### src/rtl/apb_sram_pkg.sv
// Shared types and constants for the APB-to-SRAM controller.
// Optional range check state is compiled in with APB_SRAM_RANGE_CHK_EN.
package apb_sram_pkg;

    localparam int APB_STRB_W = 4;
    localparam int BYTE_W     = 8;

    typedef enum logic [2:0] {
        ST_IDLE    = 3'd0,
        ST_WR      = 3'd1,
        ST_RD_REQ  = 3'd2,
        ST_RD_DATA = 3'd3
`ifdef APB_SRAM_RANGE_CHK_EN
        ,
        ST_ERR     = 3'd4
`endif
    } state_t;

endpackage

### src/rtl/apb_sram_ctrl.sv
// APB4 slave driving a single-port 32-bit SRAM; range check via APB_SRAM_RANGE_CHK_EN.
// Latency: write completes in 2 cycles (setup + access), read in 3 (one wait state).
// Backpressure: pready low only in RD_REQ while the SRAM read is in flight; no other stalls.
module apb_sram_ctrl
    import apb_sram_pkg::*;
#(
    parameter int ADDR_BITS   = 7,
    parameter int ADDR_AMOUNT = 128,
    parameter int DATA_BITS   = 32,
    parameter int PADDR_BITS  = 32
) (
    input  logic                  clk,
    input  logic                  rstn,
    input  logic                  psel,
    input  logic                  penable,
    input  logic                  pwrite,
    input  logic [PADDR_BITS-1:0] paddr,
    input  logic [DATA_BITS-1:0]  pwdata,
    input  logic [APB_STRB_W-1:0] pstrb,
    output logic [DATA_BITS-1:0]  prdata,
    output logic                  pready,
    output logic                  pslverr,
    output logic                  sram_en,
    output logic                  sram_we,
    output logic [APB_STRB_W-1:0] sram_wbe,
    output logic [ADDR_BITS-1:0]  sram_addr,
    output logic [DATA_BITS-1:0]  sram_din,
    input  logic [DATA_BITS-1:0]  sram_dout
);

    state_t                  state_q, state_d;
    logic                    en_q, en_d;
    logic                    we_q, we_d;
    logic [APB_STRB_W-1:0]   wbe_q, wbe_d;
    logic [ADDR_BITS-1:0]    addr_q, addr_d;
    logic [DATA_BITS-1:0]    din_q, din_d;

    logic                    setup;
    logic                    range_err;
    logic                    accept;
    logic [ADDR_BITS-1:0]    word_idx;

    assign setup    = psel && !penable;
    assign word_idx = paddr[ADDR_BITS+1:2];

`ifdef APB_SRAM_RANGE_CHK_EN
    assign range_err = (32'(word_idx) >= ADDR_AMOUNT) || (|paddr[PADDR_BITS-1:ADDR_BITS+2]);
    logic unused_paddr;
    assign unused_paddr = ^paddr[1:0];
`else
    // Byte offset and high address bits are dropped: accesses wrap modulo the SRAM depth.
    assign range_err = 1'b0;
    logic unused_paddr;
    assign unused_paddr = ^{paddr[1:0], paddr[PADDR_BITS-1:ADDR_BITS+2]};
`endif

    assign accept = (state_q == ST_IDLE) && setup && !range_err;

    always_ff @(posedge clk or negedge rstn) begin
        if (!rstn) begin
            state_q <= ST_IDLE;
        end else begin
            state_q <= state_d;
        end
    end

    always_comb begin
        state_d = state_q;
        case (state_q)
            ST_IDLE: begin
                if (setup) begin
                    state_d = pwrite ? ST_WR : ST_RD_REQ;
`ifdef APB_SRAM_RANGE_CHK_EN
                    if (range_err) state_d = ST_ERR;
`endif
                end
            end
            ST_WR:      state_d = ST_IDLE;
            ST_RD_REQ:  state_d = ST_RD_DATA;
            ST_RD_DATA: state_d = ST_IDLE;
            default:    state_d = ST_IDLE;
        endcase
    end

    always_comb begin
        pready  = 1'b0;
        pslverr = 1'b0;
        prdata  = '0;
        case (state_q)
            ST_WR:      pready = 1'b1;
            ST_RD_DATA: begin
                pready = 1'b1;
                prdata = sram_dout;
            end
`ifdef APB_SRAM_RANGE_CHK_EN
            ST_ERR: begin
                pready  = 1'b1;
                pslverr = 1'b1;
            end
`endif
            default: ;
        endcase
    end

    // Strobes live for exactly one cycle after an accepted setup, then clear.
    always_comb begin
        en_d   = 1'b0;
        we_d   = 1'b0;
        wbe_d  = '0;
        addr_d = '0;
        din_d  = '0;
        if (accept) begin
            en_d   = 1'b1;
            we_d   = pwrite;
            wbe_d  = pwrite ? pstrb : '0;
            addr_d = word_idx;
            din_d  = pwrite ? pwdata : '0;
        end
    end

    always_ff @(posedge clk or negedge rstn) begin
        if (!rstn) begin
            en_q   <= 1'b0;
            we_q   <= 1'b0;
            wbe_q  <= '0;
            addr_q <= '0;
            din_q  <= '0;
        end else begin
            en_q   <= en_d;
            we_q   <= we_d;
            wbe_q  <= wbe_d;
            addr_q <= addr_d;
            din_q  <= din_d;
        end
    end

    assign sram_en   = en_q;
    assign sram_we   = we_q;
    assign sram_wbe  = wbe_q;
    assign sram_addr = addr_q;
    assign sram_din  = din_q;

endmodule

### config.mk
export PLATFORM = sky130hd
export DESIGN_NAME = apb_sram_ctrl
export DESIGN_NICKNAME = d
export VERILOG_FILES = /design/src/rtl/apb_sram_pkg.sv /design/src/rtl/apb_sram_ctrl.sv
export SDC_FILE = /design/constraint.sdc
export NUM_CORES = 1
export LEC_CHECK = 0
export CAP_MARGIN = 20
export CORE_AREA = 5 5 83 85
export CTS_CLUSTER_SIZE = 10
export DETAILED_ROUTE_END_ITERATION = 7
export DIE_AREA = 0 0 88 90
export PLACE_DENSITY = 0.83
export SLEW_MARGIN = 40
export SYNTH_ARGS = -nofsm -noshare
export SYNTH_HDL_FRONTEND = slang
export SYNTH_SLANG_ARGS = --single-unit
### constraint.sdc
create_clock -name clk -period 2.85 [get_ports clk]
set_input_delay 0.7125 -clock clk [delete_from_list [all_inputs] [get_ports clk]]
set_output_delay 0.7125 -clock clk [all_outputs]
set_load 0.02 [all_outputs]
Yosys cells after proc, flatten, opt, wreduce, memory -nomap -nowiden

Cells that the tools add are included.

Output and inout port bits: 79
Register bits: 48
Bits of input ports: 105

Muxes and demuxes: 12
Equality and inequality tests: 4
Reductions and logical operators: 5

Operator list:

| operator             | count |
|---|---|
| $mux W32             | 3 |
| $mux W4              | 2 |
| $mux W7              | 1 |
| $eq A3 B2 Y1 const B | 2 |
| $pmux W3 S2          | 1 |
| $eq A3 B1 Y1 const B | 1 |
| $logic_not A3 Y1     | 1 |
| $mux W1              | 3 |
| $mux W3              | 1 |
| $logic_and A1 B1 Y1  | 2 |
| $mux W2              | 1 |
| $ne A2 B2 Y1 const B | 1 |
| $reduce_or A2 Y1     | 1 |
| $logic_not A1 Y1     | 1 |

Logic depth before layout (Yosys ltp)

Gate-level depths: netlist (run 1).

Depth in word-level cells: 4
Mapped depth: 3
Depth with buffers taken out: 2

Least setup slack after synthesis (run 1)

No wires, ideal clock.

Kind: flip-flop to output port
Start point: reg state_q[0]
End point: out prdata[10]
Path slack: 0.955 ns
Path buffers: 2
Data required time: 2.138 ns
Arrival: 1.183 ns
Cell stages (with the launch flop): 4
Path through: dfrtp_1 > buf_1 > clkbuf_1 > and3_1

Cells in the longest elaborated chain, start to end: 2

RTL lines:

| element                  | RTL line            | source |
|---|---|---|
| start: declaration       | apb_sram_ctrl.sv:31 | `state_t state_q, state_d;` |
| start signal: assignment | apb_sram_ctrl.sv:63 | `state_q <= state_d;` |
| $eq A3 B2 Y1             | apb_sram_ctrl.sv:89 | `case (state_q)` |
| $mux W32                 | apb_sram_ctrl.sv:89 |  |
| end: declaration         | apb_sram_ctrl.sv:20 | `output logic [DATA_BITS-1:0] prdata,` |

Every way passes these cells.

Worst setup path after layout (run 1)

Start point: in sram_dout[22]
End point: out prdata[22]

Cells in the longest elaborated chain, start to end: 1

RTL lines:

| element            | RTL line            | source |
|---|---|---|
| start: declaration | apb_sram_ctrl.sv:28 | `input logic [DATA_BITS-1:0] sram_dout` |
| $mux W32           | apb_sram_ctrl.sv:89 |  |

Every way passes these cells.

==> results.cfg, run 1 <==
[global_routing]
global_route.usage.total_pct = 13.6
grt_pass1_wl_mm = 8.39
grt_remaining_overflow = 0
grt_start_max_net_pins = 48
antenna_violations_before_repair = 0
vias_in_the_first_global_route = 1706

[die]
fp.dieArea_um2 = 7920
floorplan.rows = 29
floorplan.core_area_um2 = 6130
floorplan.io_pins = 184
fp.dieH_um = 90
initial_utilization_pct = 29.9
die_w_um = 88

[synth]
synth.area.top_cells = sky130_fd_sc_hd__dfrtp_1 (64%), sky130_fd_sc_hd__and3_1 (20%), sky130_fd_sc_hd__and3_2 (3.7%)
synth.avg_cell_area_um2 = 12.5
synthMostInstantiatedCell = sky130_fd_sc_hd__and3_1
netlist_top_cells_count = sky130_fd_sc_hd__and3_1 (59), sky130_fd_sc_hd__dfrtp_1 (47), sky130_fd_sc_hd__clkbuf_1 (11), sky130_fd_sc_hd__and3_2 (9), sky130_fd_sc_hd__and2_1 (8)
synth_top_area_share_pct = 64.2
synthCells = 147
ys_ff_latch = 47
synth_largest_area_cell = sky130_fd_sc_hd__dfrtp_1
post_synth_instance_area_um2 = 1830
yosys.cell_types.count = 13
yosysWarnings = 0
synthArstFlopShare_pct = 100
sequential_element_share_of_the_synthesized_area_pct = 64.2
count_of_flip_flops_with_a_built_in_enable_after_synthesis = 0
syn_nets = 252
dominantRegCellSynth = sky130_fd_sc_hd__dfrtp_1

[worst_setup_path]
worstSetupPathType = in2out
crit_path_most_repeated_cell = sky130_fd_sc_hd__clkdlybuf4s50_1
slowest_delay_ps = 610
worstPathMaxFanout = 1
critical_path.cell_chain = clkdlybuf4s50_1 > and3_1 > clkdlybuf4s50_1
start_kind = primary input
crit_path_top_delay_cell = sky130_fd_sc_hd__clkdlybuf4s50_1
cp_data_arrival_time_ps = 1940
crit_path_end_kind = output port
cp_data_required_time_ps = 2140

[sta]
timing.final.crit_share_pct = 93.1
finalHoldViolCount = 0
worst_slack_on_hold_paths_ps = 427
worst-slew-pin-transition_ps = 573
grt_setup_unrepaired = no
slew_headroom_pct = 61.8
fin_worst_skew_ps = 5.81
highest_clock_rate_ghz = 0.377
report.final.slew_viol_count = 0
setup_viol = 0
setup_ws_ps = 197
layout_min_cycle_time_ps = 2650
finalSetupTns_ps = 0

[routing]
antenna_violating_nets_post_route = 0
dr_drc_count = 0
final_wl_mm = 5.65
post_drt_via_cell_ratio = 4.49
initialDrtViolationCount = 50
wl_per_cell_um = 15.1
drt_pre_antenna_iters = 4
dr_total_vias = 1685

[cts]
clk_pin_slew_worst_paths_ps = 80
cts_tree = yes
tritoncts.num_buffers = 5
post_cts_buffers = 0
clockBufferDepth = 2
clock_sink_count = 47
clockRootBuffer = sky130_fd_sc_hd__clkbuf_8
worstSkewPairLatency_ps = 280
htree_levels = 2

[power_and_ir_drop]
vdd.ir_drop.worst_mv = 0.270
power_w = 0.00189
p_leak_nw = 1.75
cellPowerDensity_nw_per_um2 = 535

[cells_and_area]
multiInputGateArea_um2 = 563
finish.net_count = 403
design_area_um2 = 3540
final.fill_count = 513
sequential_cell_area_um2 = 1180
area.growth.synth_to_final_pct = 93.0
layout-drive-gt1-share_pct = 8.05
diodes = 0

[run_status]
outcome = finished clean

[placed_design]
preCtsSetupSlack_ps = 175
place.gp.congestion = 0.735
dpl_cell_area_um2 = 3450
detailedPlacementHpwl_mm = 4.56
port-buffer-count = 157

[flow_run]
drv_cap = 0

[hold_path]
min_path_type = in2async
==> cell families after synthesis <==
group           count (synthesis)  share of synthesized area [%]
compound gates                  2                          0.956
buf+inv                        18                           5.12
flops                          47                           64.2
other cells                     1                          0.205
simple gates                   79                           29.6
==> final cells by class <==
cell class	instances	share of cell area [%]
multi-input cells	82	15.9
flip-flops and latches	47	33.3
clock buffers	6	2.33
clock inverters	1	0.141
repair buffers	160	45.3
inverters	2	0.212
well taps	77	2.72
==> power breakdown <==
group          leakage (nW)  internal (W)  switching [W]
combinational          1.05      0.000375       0.000297
sequential            0.644      0.000723       0.000115
clock                0.0470      0.000190       0.000190
total                  1.75       0.00129       0.000602
==> final timing paths <==
check | slack (ps) | to | startpoint | depth (start not counted)
setup reg to reg | 1280 | sram_din[1]$_DFF_PN0_ | state_q[1]$_DFFE_PN0P_ | 3
setup / recovery | 200 | prdata[22] | sram_dout[22] | 3
min in group clk | 830 | sram_en$_DFF_PN0_ | state_q[1]$_DFFE_PN0P_ | 1
max in group asynchronous | 2000 | state_q[0]$_DFFE_PN0P_ | rstn | 1
hold reg to reg | 830 | sram_en$_DFF_PN0_ | state_q[1]$_DFFE_PN0P_ | 1
hold / removal | 430 | sram_din[22]$_DFF_PN0_ | rstn | 1
==> state kept, by name, indices dropped and copies added (netlist names) <==
name / count
sram_addr: 7
sram_din: 32
sram_en: 1
sram_wbe: 4
sram_we: 1
state_q: 2
==> per-stage QoR <==
stage | utilization [%] | instances
3_3_place_gp | 56.2 | 368
6_report | 57.7 | 375
5_1_grt | 57.7 | 375
3_5_place_dp | 56.2 | 368
2_1_floorplan | - | 147
4_1_cts | 57.7 | 375
==> repair_timing <==
item                                    in CTS  in global routing
endpoints found under the setup margin       3                  0
hold buffers                                 0                  0
gates resized for setup                      1                  0
==> layer usage <==
layer  global-route usage (%)  wire length (um)  up-vias
met3                     5.03               678       10
met2                     24.4              2900      106
met5                        0                 0        -
li1                         -                 -      802
met1                     14.1              1970      767
met4                     4.86                94        0
==> critical path: cells and delay by family <==
family        cells  cell delay [ps]
buf+inv           2             1060
simple gates      1              160
==> cells in the final DEF (no fill, tap or decap), drive strengths merged <==
cell type      netlist  final
and2                 8      8
and3                68     68
buf                  5      4
clkbuf              11      6
clkdlybuf4s50        0    156
clkinv               0      1
conb                 1      1
dfrtp               47     47
inv                  2      2
nor4b                2      2
o41ai                2      2
or2b                 1      1
No activity file was read; power rests on OpenSTA's default activity.
==> run 2: changes to the inputs <==
--- a/config.mk
+++ b/config.mk
@@ -11,7 +11,7 @@
 export DETAILED_ROUTE_END_ITERATION = 7
 export DIE_AREA = 0 0 88 90
 export PLACE_DENSITY = 0.83
-export SLEW_MARGIN = 40
+export SLEW_MARGIN = 25
 export SYNTH_ARGS = -nofsm -noshare
 export SYNTH_HDL_FRONTEND = slang
 export SYNTH_SLANG_ARGS = --single-unit
==> run 2 against run 1 <==
  * Core utilization stayed put
  * Combinational power hardly changed
  * Design area stayed put
  * Clock power hardly changed
  * Critical path depth stayed put
  * Die area stayed put
  * Total power is 0.23% lower
  * Setup slack better by 2.9 ps
  * Hold slack better by 0.88 ps
  * Final cell count stayed put
  * Maximum frequency is 0.11% higher
  * Non-clock buffer count stayed put
  * Critical path type unchanged
  * Largest power group unchanged
==> results.cfg, run 2 (synthesis gave the netlist of run 1 again) <==
[sta]
setup_viol = 0
worst_slack_on_hold_paths_ps = 427
layout_min_cycle_time_ps = 2650
fin_worst_skew_ps = 5.34
grt_setup_unrepaired = no
finalHoldViolCount = 0
timing.final.crit_share_pct = 93.0
setup_ws_ps = 200
worst-slew-pin-transition_ps = 573
finalSetupTns_ps = 0
slew_headroom_pct = 61.8
highest_clock_rate_ghz = 0.377
report.final.slew_viol_count = 0

[die]
fp.dieArea_um2 = 7920
floorplan.io_pins = 184
initial_utilization_pct = 29.9
die_w_um = 88
fp.dieH_um = 90
floorplan.core_area_um2 = 6130
floorplan.rows = 29

[worst_setup_path]
critical_path.cell_chain = clkdlybuf4s50_1 > and3_1 > clkdlybuf4s50_1
cp_data_required_time_ps = 2140
crit_path_end_kind = output port
worstPathMaxFanout = 1
crit_path_top_delay_cell = sky130_fd_sc_hd__clkdlybuf4s50_1
start_kind = primary input
worstSetupPathType = in2out
slowest_delay_ps = 610
cp_data_arrival_time_ps = 1940
crit_path_most_repeated_cell = sky130_fd_sc_hd__clkdlybuf4s50_1
ff2ff_setup_slack_ps = 1280

[global_routing]
global_route.usage.total_pct = 13.3
vias_in_the_first_global_route = 1693
grt_start_max_net_pins = 48
grt_pass1_wl_mm = 8.22
antenna_violations_before_repair = 0
grt_remaining_overflow = 0

[power_and_ir_drop]
p_leak_nw = 1.75
cellPowerDensity_nw_per_um2 = 533
vdd.ir_drop.worst_mv = 0.275
switching_power_w = 0.000598
sequentialPowerShare_pct = 44.3
cellInternalPower_w = 0.00129
pwr-share-comb_pct = 35.6
clock_network_fraction_of_total_power_pct = 20.1
sw_frac_of_total_pct = 31.7
power_w = 0.00189

[placed_design]
preCtsSetupSlack_ps = 175
dpl_cell_area_um2 = 3440
place.gp.congestion = 0.735
detailedPlacementHpwl_mm = 4.53
port-buffer-count = 157

[cells_and_area]
layout_commonest_cell = sky130_fd_sc_hd__clkdlybuf4s50_1
layout_common_cells = sky130_fd_sc_hd__clkdlybuf4s50_1 (156), sky130_fd_sc_hd__and3_1 (59), sky130_fd_sc_hd__dfrtp_1 (45)
diodes = 0
layout-drive-gt1-share_pct = 8.05
finish.net_count = 403
design_area_um2 = 3540
flip_flop_count_of_the_largest_register_after_layout = 32
area.growth.synth_to_final_pct = 93.0

[routing]
post_drt_via_cell_ratio = 4.46
drt_pre_antenna_iters = 2
antenna_violating_nets_post_route = 0
initialDrtViolationCount = 54
dr_total_vias = 1673
wl_per_cell_um = 14.8
dr_drc_count = 0
final_wl_mm = 5.56

[run_status]
outcome = finished clean

[cts]
tritoncts.num_buffers = 5
clockBufferDepth = 2
cts_tree = yes
clockRootBuffer = sky130_fd_sc_hd__clkbuf_8
clk_pin_slew_worst_paths_ps = 80
worstSkewPairLatency_ps = 280
post_cts_buffers = 0
clock_sink_count = 47
htree_levels = 2

[flow_run]
drv_cap = 0

[hold_path]
min_path_type = in2async
run 2: cell counts in the layout (fill, tap and decap cells not counted):
Identical to the previous run, type by type.
run 2: repair_timing:
item                                    CTS  global route
hold buffers                              0             0
resized for setup                         1             1
endpoints found under the setup margin    3            32
run 2: through the flow:
| step | utilization [%] | cells |
|---|---|---|
| 6_report | 57.7 | 375 |
| 2_1_floorplan | - | 147 |
| 3_3_place_gp | 56.2 | 368 |
| 4_1_cts | 57.6 | 375 |
| 5_1_grt | 57.7 | 375 |
| 3_5_place_dp | 56.2 | 368 |
run 2: cell type report:
class | instances | area, um^2
fillers | 506 | 2590
repair buffers | 160 | 1600
flip-flops and latches | 47 | 1180
multi-input cells | 82 | 563
well taps | 77 | 96.3
clock buffers | 6 | 82.6
inverters | 2 | 7.51
clock inverters | 1 | 5.00
run 2: worst max-delay path: cells and delay by family:
kind          cells  cell delay, ps
buf+inv           2            1050
simple gates      1             170
run 2: power groups by stage:
| stage | combinational [W] | sequential, W | clock [W] |
|---|---|---|---|
| 2_1_floorplan | 0.000327 | 0.000825 | 0 |
| 3_3_place_gp | 0.000669 | 0.000842 | 0 |
| 3_5_place_dp | 0.000678 | 0.000850 | 0 |
| 4_1_cts | 0.000680 | 0.000839 | 0.000398 |
| 5_1_grt | 0.000712 | 0.000859 | 0.000423 |
| 6_report | 0.000671 | 0.000837 | 0.000379 |
run 2: routing by layer:
metal  share of wire, %  global-route usage (%)
met4                1.7                    4.86
met2                 52                    24.0
met5                  0                       0
met3                 12                    4.94
met1                 35                    13.7
run 2: final timing paths:
kind	startpoint	to	cells after the start
worst max-delay path	sram_dout[24]	prdata[24]	3
worst min-delay path	rstn	sram_din[22]$_DFF_PN0_	1
worst max register to register	state_q[1]$_DFFE_PN0P_	sram_din[1]$_DFF_PN0_	3
worst min register to register	state_q[1]$_DFFE_PN0P_	sram_en$_DFF_PN0_	1
max in group asynchronous	rstn	state_q[0]$_DFFE_PN0P_	1
min in group clk	state_q[1]$_DFFE_PN0P_	sram_en$_DFF_PN0_	1
==> edit 1, RTL diff (settings of run 2) <==
`ADDR_BITS`: 7 -> 6.
--- a/src/rtl/apb_sram_ctrl.sv
+++ b/src/rtl/apb_sram_ctrl.sv
@@ -4,7 +4,7 @@
 module apb_sram_ctrl
     import apb_sram_pkg::*;
 #(
-    parameter int ADDR_BITS   = 7,
+    parameter int ADDR_BITS   = 6,
     parameter int ADDR_AMOUNT = 128,
     parameter int DATA_BITS   = 32,
     parameter int PADDR_BITS  = 32
Interface: changed (resized sram_addr); port bits go from 184 to 183. No check against the original RTL was run, so the function may have changed too.
==> edit 1 against run 2 <==
- total power decreased by 1.6%
- synthesized area shrank 2.9%
- sequential cell count decreased by 1
- via count is 0.60% lower
- synthesized cell count shrank 1.4%
- design area shrank 2.2%
- routed wire length down 2.8%
- worst setup slack worse by 0.049 ns
- largest power group unchanged
==> edit 1: results (changes against run 2) <==
.. list-table::
   :header-rows: 1

   * - Metric
     - Value
   * - Outcome
     - complete, no violations
   * - Routability-driven placement congestion ratio
     - 0.740 (+0.65%)
   * - Final WL
     - 5400 microns (-2.8%)
   * - Number of nets in the layout
     - 399 (-0.99%)
   * - Terminus of the critical flop-to-flop path
     - sram_din[2]
   * - Number of antenna diodes
     - 0 (unchanged)
   * - Via count of the first global-routing pass
     - 1649 (-2.6%)
   * - Share of cells above drive strength 1
     - 0.0508 (-0.0297)
   * - Initial drt markers
     - 47 (-13%)
   * - First-pass detailed-route iteration total
     - 3 (+1)
   * - Global router's overall resource usage
     - 0.133 (-0.000374)
   * - Synthesized Nets
     - 250 (-0.79%)
   * - Worst-case headroom to the max-slew limit
     - 0.526 (-0.0919)
   * - Reg-to-reg setup timing slack
     - 1.04 ns (-0.24 ns)
   * - Compound-Gate Fraction of Synth Area
     - 0.00984 (+0.000282)
   * - Global-route wire length before repair
     - 8270 microns (+0.60%)
   * - R2R cell count
     - 4 (+1)
   * - Worst vdd rail ir drop
     - 0.298 mV (+8.3%)
   * - Post-DP HPWL
     - 4310 microns (-4.8%)
   * - WP data arrival
     - 1.99 ns (+0.05 ns)
   * - Worst Setup Slack post-DPL
     - 0.173 ns (-0.00160 ns)
   * - Synth cell count leaders
     - 68 x and3_1, 46 x dfrtp_1, 12 x clkbuf_1
   * - Depth of the CTS H-tree
     - 2 (unchanged)
   * - Clock-pin slew reported for the worst setup and hold paths after clock tree synthesis
     - 0.08 ns (about the same)
   * - Buffer type at the clock tree root
     - clkbuf_8
   * - Pin count of the biggest net entering global routing
     - 47 (-2.1%)
   * - Post-Synth XOR/XNOR Area
     - 0 (unchanged)
   * - Leakage power total
     - 1.72 nW (-1.6%)
   * - Worst reg2reg startpoint
     - state_q[0]
   * - Sequential element share of the synthesized area
     - 0.647 (+0.00488)
   * - Count of warnings emitted by yosys
     - 0 (unchanged)
   * - Dominant cells by area after synthesis
     - dfrtp_1 65%, and3_1 24%, clkbuf_1 2.5%
   * - Asr flop ratio synth
     - 1.00 (unchanged)
   * - Post-synthesis cell type count
     - 12 (-1)
   * - Antenna violations before repair
     - 0 (unchanged)
   * - Number of port buffers
     - 155 (-1.3%)
   * - Mux contribution to synthesized area
     - 0 (unchanged)
   * - Crit-path max FO
     - 34 (+33)
   * - Worst Clk Skew
     - 0.00203 ns (-0.00331 ns)
   * - Via count normalized by instance count
     - 4.47 (+0.20%)
   * - Max Root-Sink Buffers
     - 2 (unchanged)
edit 1: layout make-up:
type,instances,area [sq um]
Inverter,2,7.51
Sequential cell,46,1150
Tap cell,77,96.3
Timing Repair Buffer,158,1570
Multi-Input combinational cell,81,536
Clock inverter,2,12.5
Fill cell,533,2670
Clock buffer,6,82.6
edit 1: worst max-delay path by stage:
| stage | endpoint | from | slack, ns | cells after the start |
|---|---|---|---|---|
| 2_1_floorplan | prdata[10] | state_q[0] | 1.0 | 3 |
| 3_3_place_gp | prdata[20] | sram_dout[20] | 0.20 | 3 |
| 3_5_place_dp | prdata[20] | sram_dout[20] | 0.17 | 3 |
| 4_1_cts | prdata[20] | state_q[1] | 0.05 | 2 |
| 5_1_grt | prdata[20] | state_q[0] | 0.03 | 2 |
| 6_report | prdata[20] | state_q[0] | 0.15 | 2 |
edit 1: critical path, stage by stage (launching register included):
cell,delay [ns]
dfrtp_1,0.81
and3_1,0.28
clkdlybuf4s50_1,0.62
edit 1: metal layers:
layer,wire [microns],vias to the layer above,global-route usage
met5,0,-,0
met4,51,0,0.0358
met3,629,4,0.0439
met2,2770,96,0.239
met1,1950,772,0.146
li1,-,791,-
edit 1: report_power, final:
part / total [mW] / switching [mW] / leakage [nW] / internal, mW
clock network: 0.396 / 0.202 / 0.0472 / 0.195
logic: 0.652 / 0.295 / 1.04 / 0.357
registers: 0.809 / 0.103 / 0.632 / 0.706
total: 1.86 / 0.599 / 1.72 / 1.26
edit 1: cell families (layout without fill, tap and decap cells):
group / count (synthesis) / count (layout)
AOI/OAI and AO/OA: 2 / 2
and+or+nand+nor: 78 / 78
other: 1 / 1
buffers and inverters: 18 / 168
DFF: 46 / 46
edit 1: through the flow:
stage	instance area [sq um]	power, mW	hold slack [ns]	std cells
CTS	3450	1.88	0.617	372
global route	3460	1.96	0.470	372
detailed placement	3360	1.48	0.929	364
floorplan	1780	1.12	0.417	145
global placement	3360	1.47	0.911	364
finish	3460	1.86	0.417	372
edit 1: what timing repair did:
item,in CTS,in global routing
setup buffers,0,0
gates resized for setup,0,1
setup endpoints to repair,0,32
endpoints found under the hold margin,0,0
==> edit 2, RTL diff (flow settings as in run 2) <==
Without the edit above. Take the reset off `addr_q` and load it in a clocked block of its own.
--- a/src/rtl/apb_sram_ctrl.sv
+++ b/src/rtl/apb_sram_ctrl.sv
@@ -123,15 +123,17 @@
             en_q   <= 1'b0;
             we_q   <= 1'b0;
             wbe_q  <= '0;
-            addr_q <= '0;
             din_q  <= '0;
         end else begin
             en_q   <= en_d;
             we_q   <= we_d;
             wbe_q  <= wbe_d;
-            addr_q <= addr_d;
             din_q  <= din_d;
         end
+    end
+
+    always_ff @(posedge clk) begin
+        addr_q <= addr_d;
     end
 
     assign sram_en   = en_q;
Behaviour: not the same (Yosys sat finds a counterexample within 4 cycles, from zero or initial values and one cycle with rstn low).
==> edit 2 against run 2 <==
- critical path depth is the same
- design area grew 0.64%
- routed wire length rose by 3.4%
- synthesized area decreased by 1.9%
- sequential cell count is the same
- worst setup slack worse by 0.033 ns
- total power is 9.9% higher
- die area unchanged
- critical endpoint is now prdata[30]
- largest power group unchanged
==> edit 2: results (changes against run 2) <==
.. list-table::
   :header-rows: 1

   * - Metric
     - Value
   * - Outcome
     - complete, no violations
   * - Synth cell count leaders
     - 59 x and3_1, 40 x dfrtp_1, 11 x clkbuf_1
   * - Number of port buffers
     - 157 (unchanged)
   * - Leakage power total
     - 1.74 nW (-0.58%)
   * - Buffer type at the clock tree root
     - clkbuf_8
   * - Layout fillers
     - 494 (-2.4%)
   * - Post-synthesis cell type count
     - 14 (+1)
   * - Number of antenna diodes
     - 0 (unchanged)
   * - Flip-flop count of the largest register after layout
     - 32 (unchanged)
   * - Asr flop ratio synth
     - 0.851 (-0.149)
   * - Routability-driven placement congestion ratio
     - 0.768 (+4.5%)
   * - Sequential element share of the synthesized area
     - 0.635 (-0.00698)
   * - Via count of the first global-routing pass
     - 1739 (+2.7%)
   * - Post-DP HPWL
     - 4470 microns (-1.3%)
   * - Clock-pin slew reported for the worst setup and hold paths after clock tree synthesis
     - 0.09 ns
   * - Antenna violations before repair
     - 0 (unchanged)
   * - Clock insertion delay at the later pin of the skew report
     - 0.29 ns
   * - Dominant cells by area after synthesis
     - dfrtp_1 56%, and3_1 21%, dfxtp_1 7.8%
   * - Max Root-Sink Buffers
     - 2 (unchanged)
   * - Number of nets in the layout
     - 405 (+0.50%)
   * - Crit-path max FO
     - 1 (unchanged)
   * - Worst vdd rail ir drop
     - 0.291 mV (+5.6%)
   * - Via count normalized by instance count
     - 4.46 (about the same)
   * - Initial drt markers
     - 26 (-52%)
   * - WP data arrival
     - 1.97 ns (+0.03 ns)
   * - Worst Setup SP
     - sram_dout[30]
   * - Num CTS Buffers
     - 5 (unchanged)
   * - Synthesized Nets
     - 252 (unchanged)
   * - First-pass detailed-route iteration total
     - 4 (+2)
   * - Final routed wire length divided by cell count
     - 15.2 microns (+2.6%)
   * - Worst Clk Skew
     - 0.00697 ns (+0.00163 ns)
   * - Pin count of the biggest net entering global routing
     - 41 (-15%)
   * - Count of warnings emitted by yosys
     - 0 (unchanged)
   * - Global router's overall resource usage
     - 0.143 (+0.00965)
   * - Path type of the worst min-delay path
     - in2async
   * - Global-route wire length before repair
     - 8860 microns (+7.8%)
   * - Depth of the CTS H-tree
     - 2 (unchanged)
   * - Worst reg2reg startpoint
     - state_q[0]
   * - Share of cells above drive strength 1
     - 0.0864 (+0.00584)
   * - Antenna-violating nets left
     - 0 (unchanged)
edit 2: cell count changes after synthesis, sizes merged:
| cell | change |
|---|---|
| dfrtp | -7 |
| dfxtp | +7 |
edit 2: logic make-up (layout without fill, tap and decap cells):
family                 Yosys count  in the layout  synth area share
buffers and inverters           18            172            0.0522
DFF                             47             47             0.635
AOI/OAI and AO/OA                2              2           0.00974
other                            1              1           0.00209
and+or+nand+nor                 79             79             0.301
edit 2: layer usage:
metal	up-vias	part of all wire	wire length (microns)	global-route usage
met5	-	0	0	0
met4	0	0.011	66	0.0422
met3	9	0.16	933	0.0768
met2	124	0.45	2600	0.231
met1	746	0.37	2140	0.161
li1	807	-	-	-
edit 2: cell type report:
| class | count | area (sq um) | area share |
|---|---|---|---|
| clock buffers | 6 | 72.6 | 0.0204 |
| clock inverters | 2 | 60.1 | 0.0169 |
| inverters | 2 | 7.51 | 0.00211 |
| multi-input cells | 82 | 563 | 0.158 |
| flip-flops and latches | 47 | 1140 | 0.321 |
| well taps | 77 | 96.3 | 0.0271 |
| repair buffers | 162 | 1620 | 0.454 |
edit 2: path summary, 6_finish.rpt:
check	end	slack, ns	cells past startpoint
worst max-delay path	prdata[30]	0.17	3
worst min-delay path	sram_din[26]	0.30	1
worst max register to register	sram_din[1]	1.14	4
worst min register to register	sram_en	0.94	2
max in group asynchronous	sram_din[21]	2.10	2
min in group clk	sram_en	0.94	2
edit 2: critical path, cell delays in order:
cell and delay (ns):
clkdlybuf4s50_1 0.49, and3_1 0.16, clkdlybuf4s50_1 0.61
edit 2: metrics by stage:
stage          cell area, sq um  instances  total power, mW   util  worst slack [ns]
6_report                   3560        378             2.07  0.580             0.166
5_1_grt                    3560        378             2.19  0.580             0.101
4_1_cts                    3540        377             2.10  0.577            0.0854
3_5_place_dp               3400        369             1.53  0.555             0.133
3_3_place_gp               3400        369             1.52  0.555             0.135
2_1_floorplan              1800        147             1.15      -             0.955
edit 2: power by group:
group          internal [mW]  switching [mW]
sequential             0.723          0.0984
combinational          0.379           0.315
clock                  0.350           0.208
total                   1.45           0.621
edit 2: repair_timing:
action                                  4_1_cts  5_1_grt
endpoints found under the setup margin        0       19
resized for setup                             0        2
buffers inserted                              0        0
